[src/rtl/telemetry_rx_if.sv]
// Telemetry receive bus: serial line in, decoded readings and status strobes out.
// Latency: none (wiring only).
// Backpressure: none; the strobes are fire-and-forget pulses.
interface telemetry_rx_if;
  logic        RX;
  logic [11:0] batt;
  logic [11:0] curr;
  logic [11:0] torque;
  logic        vld;
  logic        frm_err;
  logic        pkt_err;

  // Drives the serial line and observes the decoded results.
  modport master (
    output RX,
    input  batt, curr, torque, vld, frm_err, pkt_err
  );

  // The receiver: consumes the serial line, produces the decoded results.
  modport slave (
    input  RX,
    output batt, curr, torque, vld, frm_err, pkt_err
  );
endinterface

[src/rtl/telemetry_rx.sv]
// 8N1 UART receiver plus framer for the 8-byte eBike telemetry packet (AA 55 bh bl ch cl th tl).
// Latency: vld rises 1 clk after the stop-bit sample of the last byte.
// Backpressure: none; results are held until the next good packet, strobes are single-cycle pulses.
module telemetry_rx #(
  parameter int BAUD_DIV = 5208,
  parameter int HALF_DIV = BAUD_DIV / 2
) (
  input  logic          clk,
  input  logic          rst_n,
  telemetry_rx_if.slave bus
);

  // Counter reload values: the counter runs down to zero, so N cycles means loading N-1.
  localparam logic [15:0] BAUD_LD = 16'(BAUD_DIV - 1);
  localparam logic [15:0] HALF_LD = 16'(HALF_DIV - 1);

  typedef enum logic [1:0] {
    B_IDLE,
    B_START,
    B_DATA,
    B_STOP
  } byte_state_t;

  typedef enum logic [2:0] {
    P_WAIT_AA,
    P_WAIT_55,
    P_BH,
    P_BL,
    P_CH,
    P_CL,
    P_TH,
    P_TL
  } pkt_state_t;

  // RX synchronizer and edge-detect history; idle level is high.
  logic rx_s1, rx_s2, rx_prev;

  // Byte deserializer state.
  byte_state_t bstate;
  logic [15:0] cnt;
  logic [3:0]  bit_cnt;
  logic [7:0]  shreg;
  logic        frm_err_q;

  // Packet framer state.
  pkt_state_t  pstate;
  logic [11:0] stage_b, stage_c;
  logic [3:0]  stage_t_hi;
  logic [11:0] batt_q, curr_q, torque_q;
  logic        vld_q, pkt_err_q;

  logic rx_fall;
  logic cnt_zero;
  logic stop_smp;
  logic byte_rdy;
  logic byte_bad;

  assign rx_fall  = rx_prev & ~rx_s2;
  assign cnt_zero = (cnt == 16'd0);
  // The stop-bit sample cycle: either completes a byte or flags a framing error.
  assign stop_smp = (bstate == B_STOP) && cnt_zero;
  assign byte_rdy = stop_smp && rx_s2;
  assign byte_bad = stop_smp && !rx_s2;

  // Two-flop synchronizer on RX plus one history flop for falling-edge detection.
  always_ff @(posedge clk or negedge rst_n) begin
    if (!rst_n) begin
      rx_s1   <= 1'b1;
      rx_s2   <= 1'b1;
      rx_prev <= 1'b1;
    end else begin
      rx_s1   <= bus.RX;
      rx_s2   <= rx_s1;
      rx_prev <= rx_s2;
    end
  end

  // Byte FSM: start detect, mid-bit sampling of 8 data bits LSB first, stop-bit check.
  always_ff @(posedge clk or negedge rst_n) begin
    if (!rst_n) begin
      bstate    <= B_IDLE;
      cnt       <= 16'd0;
      bit_cnt   <= 4'd0;
      shreg     <= 8'd0;
      frm_err_q <= 1'b0;
    end else begin
      frm_err_q <= byte_bad;
      case (bstate)
        B_IDLE: begin
          if (rx_fall) begin
            cnt    <= HALF_LD;
            bstate <= B_START;
          end
        end
        B_START: begin
          if (cnt_zero) begin
            if (!rx_s2) begin
              cnt     <= BAUD_LD;
              bit_cnt <= 4'd0;
              bstate  <= B_DATA;
            end else begin
              // Line was high again at mid start bit: a glitch, not a frame.
              bstate <= B_IDLE;
            end
          end else begin
            cnt <= cnt - 16'd1;
          end
        end
        B_DATA: begin
          if (cnt_zero) begin
            shreg   <= {rx_s2, shreg[7:1]};
            cnt     <= BAUD_LD;
            bit_cnt <= bit_cnt + 4'd1;
            if (bit_cnt == 4'd7) begin
              bstate <= B_STOP;
            end
          end else begin
            cnt <= cnt - 16'd1;
          end
        end
        B_STOP: begin
          // Back to idle right at the stop sample so a start edge half a bit later is caught.
          if (cnt_zero) begin
            bstate <= B_IDLE;
          end else begin
            cnt <= cnt - 16'd1;
          end
        end
        default: bstate <= B_IDLE;
      endcase
    end
  end

  // Packet FSM: sync on AA 55, collect three 12-bit readings, commit them together.
  always_ff @(posedge clk or negedge rst_n) begin
    if (!rst_n) begin
      pstate     <= P_WAIT_AA;
      stage_b    <= 12'd0;
      stage_c    <= 12'd0;
      stage_t_hi <= 4'd0;
      batt_q     <= 12'd0;
      curr_q     <= 12'd0;
      torque_q   <= 12'd0;
      vld_q      <= 1'b0;
      pkt_err_q  <= 1'b0;
    end else begin
      vld_q     <= 1'b0;
      pkt_err_q <= 1'b0;
      if (byte_bad) begin
        // A framing error anywhere abandons the packet; committed outputs stay put.
        pstate <= P_WAIT_AA;
      end else if (byte_rdy) begin
        case (pstate)
          P_WAIT_AA: begin
            if (shreg == 8'hAA) pstate <= P_WAIT_55;
          end
          P_WAIT_55: begin
            if (shreg == 8'h55)      pstate <= P_BH;
            else if (shreg != 8'hAA) pstate <= P_WAIT_AA;
          end
          P_BH: begin
            if (shreg[7:4] != 4'd0) begin
              pkt_err_q <= 1'b1;
              pstate    <= P_WAIT_AA;
            end else begin
              stage_b[11:8] <= shreg[3:0];
              pstate        <= P_BL;
            end
          end
          P_BL: begin
            stage_b[7:0] <= shreg;
            pstate       <= P_CH;
          end
          P_CH: begin
            if (shreg[7:4] != 4'd0) begin
              pkt_err_q <= 1'b1;
              pstate    <= P_WAIT_AA;
            end else begin
              stage_c[11:8] <= shreg[3:0];
              pstate        <= P_CL;
            end
          end
          P_CL: begin
            stage_c[7:0] <= shreg;
            pstate       <= P_TH;
          end
          P_TH: begin
            if (shreg[7:4] != 4'd0) begin
              pkt_err_q <= 1'b1;
              pstate    <= P_WAIT_AA;
            end else begin
              stage_t_hi <= shreg[3:0];
              pstate     <= P_TL;
            end
          end
          P_TL: begin
            // Final byte goes straight into torque so all three readings update in one edge.
            batt_q   <= stage_b;
            curr_q   <= stage_c;
            torque_q <= {stage_t_hi, shreg};
            vld_q    <= 1'b1;
            pstate   <= P_WAIT_AA;
          end
          default: pstate <= P_WAIT_AA;
        endcase
      end
    end
  end

  assign bus.batt    = batt_q;
  assign bus.curr    = curr_q;
  assign bus.torque  = torque_q;
  assign bus.vld     = vld_q;
  assign bus.frm_err = frm_err_q;
  assign bus.pkt_err = pkt_err_q;

endmodule

[src/flat_wrapper.sv]
// flat-port wrapper written by rule: the top's interface ports become plain ports
module telemetry_rx_flat 
#(
  parameter int BAUD_DIV = 5208,
  parameter int HALF_DIV = BAUD_DIV / 2
)
  (clk, rst_n, bus_RX, bus_batt, bus_curr, bus_torque, bus_vld, bus_frm_err, bus_pkt_err);
  telemetry_rx_if bus_i ();
  input  logic clk;
  input  logic rst_n;
  input wire logic [$bits(bus_i.RX)-1:0] bus_RX;
  output wire logic [$bits(bus_i.batt)-1:0] bus_batt;
  output wire logic [$bits(bus_i.curr)-1:0] bus_curr;
  output wire logic [$bits(bus_i.torque)-1:0] bus_torque;
  output wire logic [$bits(bus_i.vld)-1:0] bus_vld;
  output wire logic [$bits(bus_i.frm_err)-1:0] bus_frm_err;
  output wire logic [$bits(bus_i.pkt_err)-1:0] bus_pkt_err;
  assign bus_i.RX = bus_RX;
  assign bus_batt = bus_i.batt;
  assign bus_curr = bus_i.curr;
  assign bus_torque = bus_i.torque;
  assign bus_vld = bus_i.vld;
  assign bus_frm_err = bus_i.frm_err;
  assign bus_pkt_err = bus_i.pkt_err;
  telemetry_rx #(.BAUD_DIV(BAUD_DIV), .HALF_DIV(HALF_DIV)) u_core (.clk(clk), .rst_n(rst_n), .bus(bus_i));
endmodule
[config.mk]
export PLATFORM = sky130hd
export DESIGN_NAME = telemetry_rx_flat
export DESIGN_NICKNAME = d
export VERILOG_FILES = /design/src/rtl/telemetry_rx_if.sv /design/src/rtl/telemetry_rx.sv /design/src/flat_wrapper.sv
export SDC_FILE = /design/constraint.sdc
export NUM_CORES = 1
export LEC_CHECK = 0
export CORE_UTILIZATION = 40
export CTS_CLUSTER_DIAMETER = 50
export CTS_CLUSTER_SIZE = 14
export DETAILED_ROUTE_END_ITERATION = 16
export DONT_BUFFER_PORTS = 1
export SLEW_MARGIN = 40
export SYNTH_ARGS = -nofsm -noshare
export SYNTH_HDL_FRONTEND = slang
export SYNTH_SLANG_ARGS = --single-unit
[constraint.sdc]
create_clock -name clk -period 4.35 [get_ports clk]
set_input_delay 1.0875 -clock clk [delete_from_list [all_inputs] [get_ports clk]]
set_output_delay 1.0875 -clock clk [all_outputs]
set_load 0.02 [all_outputs]
==> impl_metrics.csv, run 1 <==
group,metric,value,unit
worst_setup_path,critPathMaxFanout,36,
clocking,h-tree-depth,3,
die,core,0.01147,mm²
global_route,grt_max_degree,104,
synth,synth_edf_count,0,
drt,antenna_left,0,
synth,synth_nets,382,
place,place_hpwl,6062,µm
worst_setup_path,r2r_cells,8,
global_route,busiest_layer,"met2",
sta,hold_viol,0,
sta,worstMarginPinSlew,807.0,ps
run,cap_violations,0,
synth,synth_area_per_cell,12.63,µm²
worst_setup_path,r2r_setup_slack,1520,ps
place,place_congestion,0.8311,
worst_setup_path,crit_type,"reg2reg",
global_route,first_global_vias,3010,
hold_path,hold_class,"reg2reg",
die,die_h,110.5,µm
sta,slew_headroom,45.84,%
drt,wl,9085,µm
power_and_ir_drop,ir_drop,190.6,µV
synth,synthCells,373,
die,num_rows,39,
global_route,use_met1,21.62,%
layout,fillers,1003,
hold_path,hold_path.startpoint,"u_core.rx_s1",
worst_setup_path,crit_arrival,3060,ps
layout,nNetsFinal,375,
synth,yosys-top-cells-count,"dfrtp_1, mux2_2, a21oi_1",
global_route,antenna_found_initial,0,
worst_setup_path,worstSetupStartpointType,"register",
layout,regArea,0.002581,mm²
drt,vias_per_cell,5.632,
synth,yosys_warnings,0,
place,placed_cells,498,
synth,synth_seq_area_share,54.81,%
drt,via_count,2895,
global_route,overflow,0,
global_route,grt_usage,16.08,%
clocking,cts_resized,0,
drt,wl_per_cell,17.68,µm
power_and_ir_drop,power,2.635,mW
clocking,postCtsHoldBufs,0,
die,io_pins,42,
clocking,cts_tree,"done",
layout,drive_gt1_share,27.22,%
global_route,grt_use_met3,4.775,%
run_status,status,"finished clean",
sta,min_period,2828,ps
global_route,grtUsageMet2,24.35,%
power_and_ir_drop,power.leakage,2.399,nW
worst_setup_path,r2r_start,"u_core.cnt[0]",
sta,rsz0062_at_grt,"false",
clocking,cts_root_buf,"clkbuf_16",
hold_path,whs_path_depth,0,
clocking,cts_buffers,9,
synth,synthTopCellsByArea,"dfrtp_1, mux2_2, a21oi_1",
clocking,clk_pin_slew_worst_paths,70,ps
sta,fin_setup_tns,0,ps
sta,drv_slew,0,
clocking,post_cts_buffers,0,
place,place_area,0.004788,mm²
synth,yosysMostFrequentCell,"dfrtp_1",
layout,n_antenna_cell,0,
synth,synthArstFlopShare,100.0,%
synth,synth_top_cell_area_share,53.13,%
sta,max_clock_freq,353.6,MHz
drt,drc,0,
drt,dr.pass1.iters,4,
die,die_x,110.5,µm
clocking,clk_latency,350,ps
layout,fin_area,0.005087,mm²
worst_setup_path,cp.required,4580,ps
layout,multi_input_area,0.001972,mm²
die,dieArea,0.01221,mm²
hold_path,holdPathEnd,"u_core.rx_s2",
worst_setup_path,r2r-end,"u_core.bus.torque[7]",
worst_setup_path,end_kind,"register",
drt,initialDrtViolationCount,116,
clocking,cts.sinks,103,
global_route,grt_pass1_wl,15580,µm
synth,netlist_area,0.004710,mm²
sta,setup_viol,0,
synth,ys.flop_type,"dfrtp_1",
synth,netlist-cell-type-count,53,
place,port-buffer-count,0,
layout,area_growth,8.023,%
layout,finalNonFillerCells,514,
synth,yosysTopAreaCell,"dfrtp_1",
sta,finClkSkew,10.10,ps
clocking,cts.path.max_buffers,2,
power_and_ir_drop,power.density,518.0,mW/mm²
sta,period_share,65.00,%
synth,synth-seq-cells,103,
die,initial_core_util,41.07,%
-- where the power goes --
group	switching [mW]	internal, mW
Clock	0.369	0.431
Sequential	0.0863	1.03
Combinational	0.462	0.260
-- per-stage QoR --
stage	setup slack, ps	hold slack, ps	util, %
floorplan	1724	345.2	-
global placement	1532	346.5	41.76
detailed placement	1496	351.5	41.76
CTS	1505	361.8	44.36
global route	1351	364.2	44.36
finish	1522	358.4	44.36
-- metal layers --
metal  vias to the layer above  share of wire, %
li1                       1354                 -
met1                      1468                46
met2                        63                47
met3                        10               6.1
met4                         0               1.7
met5                         -                 0
-- worst max path at each step --
stage | from | end | slack [ps]
2_1_floorplan | u_core.cnt[0] | u_core.bus.batt[10] | 1720
3_3_place_gp | u_core.cnt[14] | u_core.cnt[5] | 1530
3_5_place_dp | u_core.cnt[0] | u_core.bus.batt[6] | 1500
4_1_cts | u_core.cnt[0] | u_core.bus.torque[7] | 1500
5_1_grt | u_core.cnt[0] | u_core.bus.curr[1] | 1350
6_report | u_core.cnt[0] | u_core.bus.torque[7] | 1520
-- worst max-delay path: stages (launching register included) --
cell	delay, ps
dfrtp_1	410
inv_1	90
ha_1	190
or3b_1	500
nor3_4	380
nand4_4	160
nor3_4	140
buf_4	420
mux2_2	390
-- placed cells by master (no fill, tap or decap), types with 3 or more instances in the layout --
cell type / n
nor3_1: 7
inv_1: 13
nor2_1: 11
nand2b_1: 4
dfstp_2: 3
mux2_1: 3
inv_6: 3
a21boi_0: 3
nand2_1: 16
mux2i_1: 3
or3_1: 5
clkbuf_16: 9
o21ai_0: 15
o22ai_1: 3
mux2_2: 71
nor3_4: 3
ha_1: 6
nand4_1: 3
dfrtp_1: 100
o22a_1: 5
o31ai_1: 6
or4_1: 7
nor4_1: 8
a21oi_1: 19
-- registers in the layout, summed over array words and instances, names as in the netlist, 3 cells and up, named ones only --
signal,cells
u_core.stage_c,12
u_core.bus.curr,12
u_core.bus.torque,12
u_core.stage_t_hi,4
u_core.shreg,8
u_core.stage_b,12
u_core.bus.batt,12
u_core.cnt,16
u_core.bit_cnt,4
u_core.pstate,3
-- cell type report --
cell class	count	share of cell area (%)
sequential	103	50.74
multi-input combinational	238	38.76
clock buffer	11	4.968
tap	143	3.517
inverter	13	0.9592
clock inverter	5	0.9100
timing repair buffer	1	0.1476
-- cell families (layout without fill, tap and decap cells) --
group           Yosys count  in the layout  synth area share (%)
flops                   103            103                 54.81
simple gates             83             83                 12.12
compound gates           72             72                 9.830
buf+inv                  32             30                 3.321
fa+ha+maj                 6              6                 1.594
mux                      77             77                 18.33
(Power assumes the default switching activity.)
==> run 2: changes to the inputs <==
- clock period: 4.35 -> 2.6 ns (I/O delays scaled with it)
==> run 2 against run 1 <==
- the run now ends with negative hold slack left
- clock skew rose by 1.9 ps
- sequential cell count stayed put
- clock power grew 72%
- worst hold slack worse by 370 ps
- largest cell class unchanged
==> impl_metrics.csv, run 2 (same netlist as run 1, synthesis figures left out) <==
group,metric,value,unit
power_and_ir_drop,power,4.684,mW
worst_setup_path,crit_path_frequent_cell,"nor3_4",
sta,finClkSkew,11.99,ps
layout,nNetsFinal,402,
global_route,first_global_vias,3065,
drt,dr.pass1.iters,4,
layout,regArea,0.002581,mm²
layout,n_antenna_cell,0,
global_route,grt_usage,16.63,%
clocking,clk_pin_slew_worst_paths,80,ps
clocking,cts.sinks,103,
die,dieArea,0.01221,mm²
place,place_hpwl,6471,µm
layout,largest_reg_flops,16,
worst_setup_path,cp_top_family,"simple AND/OR/NAND/NOR gates",
worst_setup_path,worst-path-buf-inv,1,
worst_setup_path,cp_slowest_stage_delay,600,ps
sta,setup_viol,0,
run,cap_violations,0,
layout,fillers,991,
worst_setup_path,cp.required,2840,ps
clocking,cts_root_buf,"clkbuf_16",
worst_setup_path,r2r_setup_slack,160,ps
sta,drv_slew,0,
global_route,overflow,0,
drt,via_count,3038,
drt,dr_wl_met2,4260,µm
worst_setup_path,worstSetupStartpointType,"register",
die,core,0.01147,mm²
sta,min_period,2438,ps
worst_setup_path,critPathMaxFanout,19,
clocking,post_cts_buffers,0,
die,die_h,110.5,µm
layout,multi_input_area,0.001999,mm²
worst_setup_path,crit_type,"reg2reg",
drt,wl_per_cell,17.64,µm
global_route,grt_pass1_wl,16220,µm
global_route,antenna_found_initial,0,
place,place_area,0.005041,mm²
sta,hold_viol,13,
worst_setup_path,slowest_stage,"or4_1",
sta,worstMarginPinSlew,649.7,ps
layout,final_common_cell,"dfrtp_1",
hold_path,hold_class,"in2async",
drt,vias_per_cell,5.616,
drt,wl,9544,µm
worst_setup_path,crit_arrival,2680,ps
die,io_pins,42,
clocking,clk_latency,350,ps
clocking,cts_tree,"done",
worst_setup_path,end_kind,"register",
drt,wl_met3,489,µm
drt,antenna_left,0,
power_and_ir_drop,ir_drop,459.3,µV
drt,initialDrtViolationCount,116,
sta,rsz0062_at_grt,"false",
layout,final_cell_mix,"dfrtp_1, mux2_2, buf_4",
layout,area_growth,14.40,%
drt,top_layer,"met4",
global_route,grt_max_degree,104,
run_status,violations,"negative hold slack",
clocking,cts_buffers,9,
sta,hold_ws,-8.519,ps
die,num_rows,39,
layout,fin_area,0.005388,mm²
worst_setup_path,path_cells,"or4_1 -> nor3_4 -> nand4_4 -> nor3_4 -> buf_12 -> mux2_2",
clocking,cts.path.max_buffers,2,
layout,final_util,46.98,%
place,place_congestion,0.8829,
drt,drc,0,
sta,max_clock_freq,410.2,MHz
power_and_ir_drop,power.density,869.4,mW/mm²
clocking,h-tree-depth,3,
layout,drive_gt1_share,33.17,%
die,die_x,110.5,µm
die,initial_core_util,41.07,%
power_and_ir_drop,power.leakage,2.552,nW
place,port-buffer-count,0,
sta,period_share,93.76,%
drt,met1_length,4578,µm
layout,top_register,"u_core.cnt",
run_status,status,"complete, but fails checks",
sta,slew_headroom,56.23,%
## run 2: changes by cell type in the layout (fill, tap and decap cells not counted), sizes merged
cell	before	now
clkbuf	11	9
clkinv	1	4
inv	17	16
buf	1	28
## run 2: path summary, 6_finish.rpt
path	start	end	cells past startpoint
worst max-delay path	u_core.cnt[5]	u_core.bus.batt[3]	6
worst min-delay path	rst_n	async pin	0
worst max register to register	u_core.cnt[5]	u_core.bus.batt[3]	6
worst min register to register	u_core.rx_s1	u_core.rx_s2	0
max in group asynchronous	rst_n	u_core.rx_prev	0
min in group clk	bus_RX	u_core.rx_s1	0
## run 2: cell type report
class	count	share of cell area, %
clock buffer	9	4.180
clock inverter	7	1.742
inverter	13	0.9057
multi-input combinational	238	37.11
sequential	103	47.91
tap	143	3.321
timing repair buffer	28	4.830
## run 2: worst register-to-register path, stage by stage (launching register included)
cell and delay, ps:
dfrtp_1 400, or4_1 600, nor3_4 340, nand4_4 160
nor3_4 260, buf_12 200, mux2_2 360
## run 2: power breakdown
| group | leakage [nW] | internal, mW | switching (mW) | total, mW |
|---|---|---|---|---|
| clock | 0.154 | 0.696 | 0.681 | 1.38 |
| sequential | 1.41 | 1.72 | 0.118 | 1.83 |
| combinational | 0.987 | 0.592 | 0.880 | 1.47 |
| total | 2.55 | 3.01 | 1.68 | 4.68 |
## run 2: repair_timing
item | CTS | global route
endpoints found under the setup margin | 1 | 69
pin swaps | 0 | 2
resized for setup | 1 | 4
hold endpoints to repair | 100 | 100
## run 2: stage by stage
stage,setup slack [ps],TNS [ps],instances
after floorplan,8.935,0,373
after global placement,16.85,0,525
after detailed placement,-3.289,-3.289,525
after CTS,39.33,0,541
after global routing,43.39,0,541
final,162.3,0,541
## run 2: routing by layer
layer	GRT usage [%]	vias up
met3	3.677	14
met4	8.178	0
met1	23.78	1528
met5	0	-
li1	-	1424
met2	23.77	72
==> run 3: changes to the inputs <==
- RECOVER_POWER: not set -> 100
==> run 3 against run 2 <==
- via count down 0.20%
- sequential power about the same
- the flow still finishes with violations (negative hold slack)
- final cell count unchanged
- fmax about the same
- register-to-register slack about the same
- critical path depth up 3
==> impl_metrics.csv, run 3 (same netlist as run 1, synthesis figures left out) <==
group,metric,value,unit
run_status,status,"complete, but fails checks",
run_status,violations,"negative hold slack",
sta,hold_ws,-8.400,ps
worst_setup_path,critPathMaxFanout,5,
place,port-buffer-count,0,
layout,regArea,0.002581,mm²
sta,setup_viol,0,
sta,fin_setup_tns,0,ps
layout,fin_area,0.005358,mm²
clocking,clk_pin_slew_worst_paths,70,ps
sta,layout_setup_ws,161.0,ps
power_and_ir_drop,p_comb_share,31.2,%
drt,dr.pass1.iters,4,
drt,drc,0,
layout,final_util,46.72,%
worst_setup_path,cp_slowest_stage_delay,420,ps
global_route,grtUsageMet2,23.77,%
hold_path,hold_class,"in2async",
global_route,use_met1,23.78,%
drt,antenna_left,0,
worst_setup_path,path_cells,"inv_1 -> ha_1 -> or3b_4 -> clkbuf_2 -> nor4_4 -> clkbuf_4 -> nand4_1 -> mux2_2 -> a22o_1",
clocking,cts.path.max_buffers,2,
drt,wl_per_cell,17.62,µm
layout,fillers,1000,
sta,slew_headroom,56.30,%
drt,initialDrtViolationCount,118,
layout,final_common_cell,"dfrtp_1",
sta,min_period,2439,ps
sta,worstMarginPinSlew,648.6,ps
sta,hold_viol,13,
power_and_ir_drop,power.leakage,2.520,nW
die,dieArea,0.01221,mm²
worst_setup_path,cp.required,2840,ps
sta,period_share,93.81,%
run,cap_violations,0,
layout,area_growth,13.76,%
drt,via_count,3032,
clocking,cts.sinks,103,
power_and_ir_drop,ir_drop,457.0,µV
worst_setup_path,worstSetupStartpointType,"register",
global_route,antenna_found_initial,0,
clocking,post_cts_buffers,0,
worst_setup_path,crit_type,"reg2reg",
layout,drive_gt1_share,31.91,%
sta,drv_slew,0,
clocking,cts_root_buf,"clkbuf_16",
layout,nNetsFinal,402,
global_route,grt_usage,16.63,%
die,num_rows,39,
sta,rsz0062_at_grt,"false",
drt,wl,9534,µm
power_and_ir_drop,p_seq_share,39.3,%
clocking,cts_tree,"done",
die,initial_core_util,41.07,%
place,preCtsSetupSlack,-3.289,ps
sta,max_clock_freq,410.0,MHz
die,io_pins,42,
global_route,first_global_vias,3065,
die,core,0.01147,mm²
layout,final_cell_mix,"dfrtp_1, mux2_2, a21oi_1",
layout,n_antenna_cell,0,
drt,vias_per_cell,5.604,
place,place_hpwl,6471,µm
sta,finClkSkew,11.96,ps
place,place_area,0.005041,mm²
layout,multi_input_area,0.001988,mm²
global_route,overflow,0,
clocking,cts_buffers,9,
place,place_congestion,0.8829,
power_and_ir_drop,switching_power,1.680,mW
worst_setup_path,crit_arrival,2680,ps
worst_setup_path,end_kind,"register",
worst_setup_path,slowest_stage,"or3b_4",
worst_setup_path,r2r_cells,9,
power_and_ir_drop,swShare,35.99,%
clocking,clk_latency,350,ps
power_and_ir_drop,power.density,871.3,mW/mm²
global_route,grt_pass1_wl,16220,µm
layout,top_register,"u_core.cnt",
layout,largest_reg_flops,16,
global_route,grt_use_met3,3.677,%
die,die_h,110.5,µm
die,die_x,110.5,µm
power_and_ir_drop,power_frac_clock,29.5,%
global_route,grt_max_degree,104,
clocking,h-tree-depth,3,
power_and_ir_drop,p_int,2.988,mW
global_route,busiest_layer,"met1",
## run 3: area by class of cell
| class | count | share of cell area, % |
|---|---|---|
| well taps | 143 | 3.340 |
| clock inverters | 7 | 1.752 |
| repair buffers | 28 | 4.507 |
| flip-flops and latches | 103 | 48.18 |
| clock buffers | 9 | 4.204 |
| inverters | 13 | 0.9108 |
| multi-input cells | 238 | 37.11 |
## run 3: path summary, 6_finish.rpt
path	startpoint	to	slack (ps)
min reg2reg	u_core.rx_s1	u_core.rx_s2	360
max reg2reg	u_core.cnt[1]	u_core.bit_cnt[3]	160
max	u_core.cnt[1]	u_core.bit_cnt[3]	160
min	rst_n	async pin	-8
min in group clk	bus_RX	u_core.rx_s1	290
max in group asynchronous	rst_n	u_core.rx_prev	2370
## run 3: worst max-delay path: cells and delay by family (launching register included)
kind                       cells  cell delay, ps
adders and majority gates      1             160
muxes                          1             280
and+or+nand+nor                3             820
buffers and inverters          3             450
DFF                            1             400
AOI/OAI and AO/OA              1             220
## run 3: power by group through the flow
stage / Clock [mW] / Combinational [mW] / Sequential, mW
final: 1.38 / 1.46 / 1.83
after global routing: 1.47 / 1.62 / 1.85
after CTS: 1.41 / 1.44 / 1.83
after detailed placement: 0 / 1.42 / 1.86
after global placement: 0 / 1.40 / 1.86
after floorplan: 0 / 0.993 / 1.84
## run 3: metal layers
| layer | vias to the layer above | routed length (µm) |
|---|---|---|
| met2 | 76 | 4260 |
| met3 | 16 | 532 |
| met4 | 0 | 227 |
| met5 | - | 0 |
| met1 | 1516 | 4513 |
| li1 | 1424 | - |
## run 3: through the flow
step                      power [mW]  hold WS, ps  std cells
final                          4.668       -8.400        541
after global routing           4.942       -24.05        541
after CTS                      4.683       -13.59        541
after detailed placement       3.285        347.0        525
after global placement         3.259        345.9        525
after floorplan                2.835        345.2        373
## run 3: what timing repair did
| action | in CTS | in global routing |
|---|---|---|
| hold endpoints to repair | 100 | 100 |
| resized for setup | 1 | 4 |
| pin swaps | 0 | 2 |
| cloned | 0 | 0 |
| setup endpoints to repair | 1 | 69 |
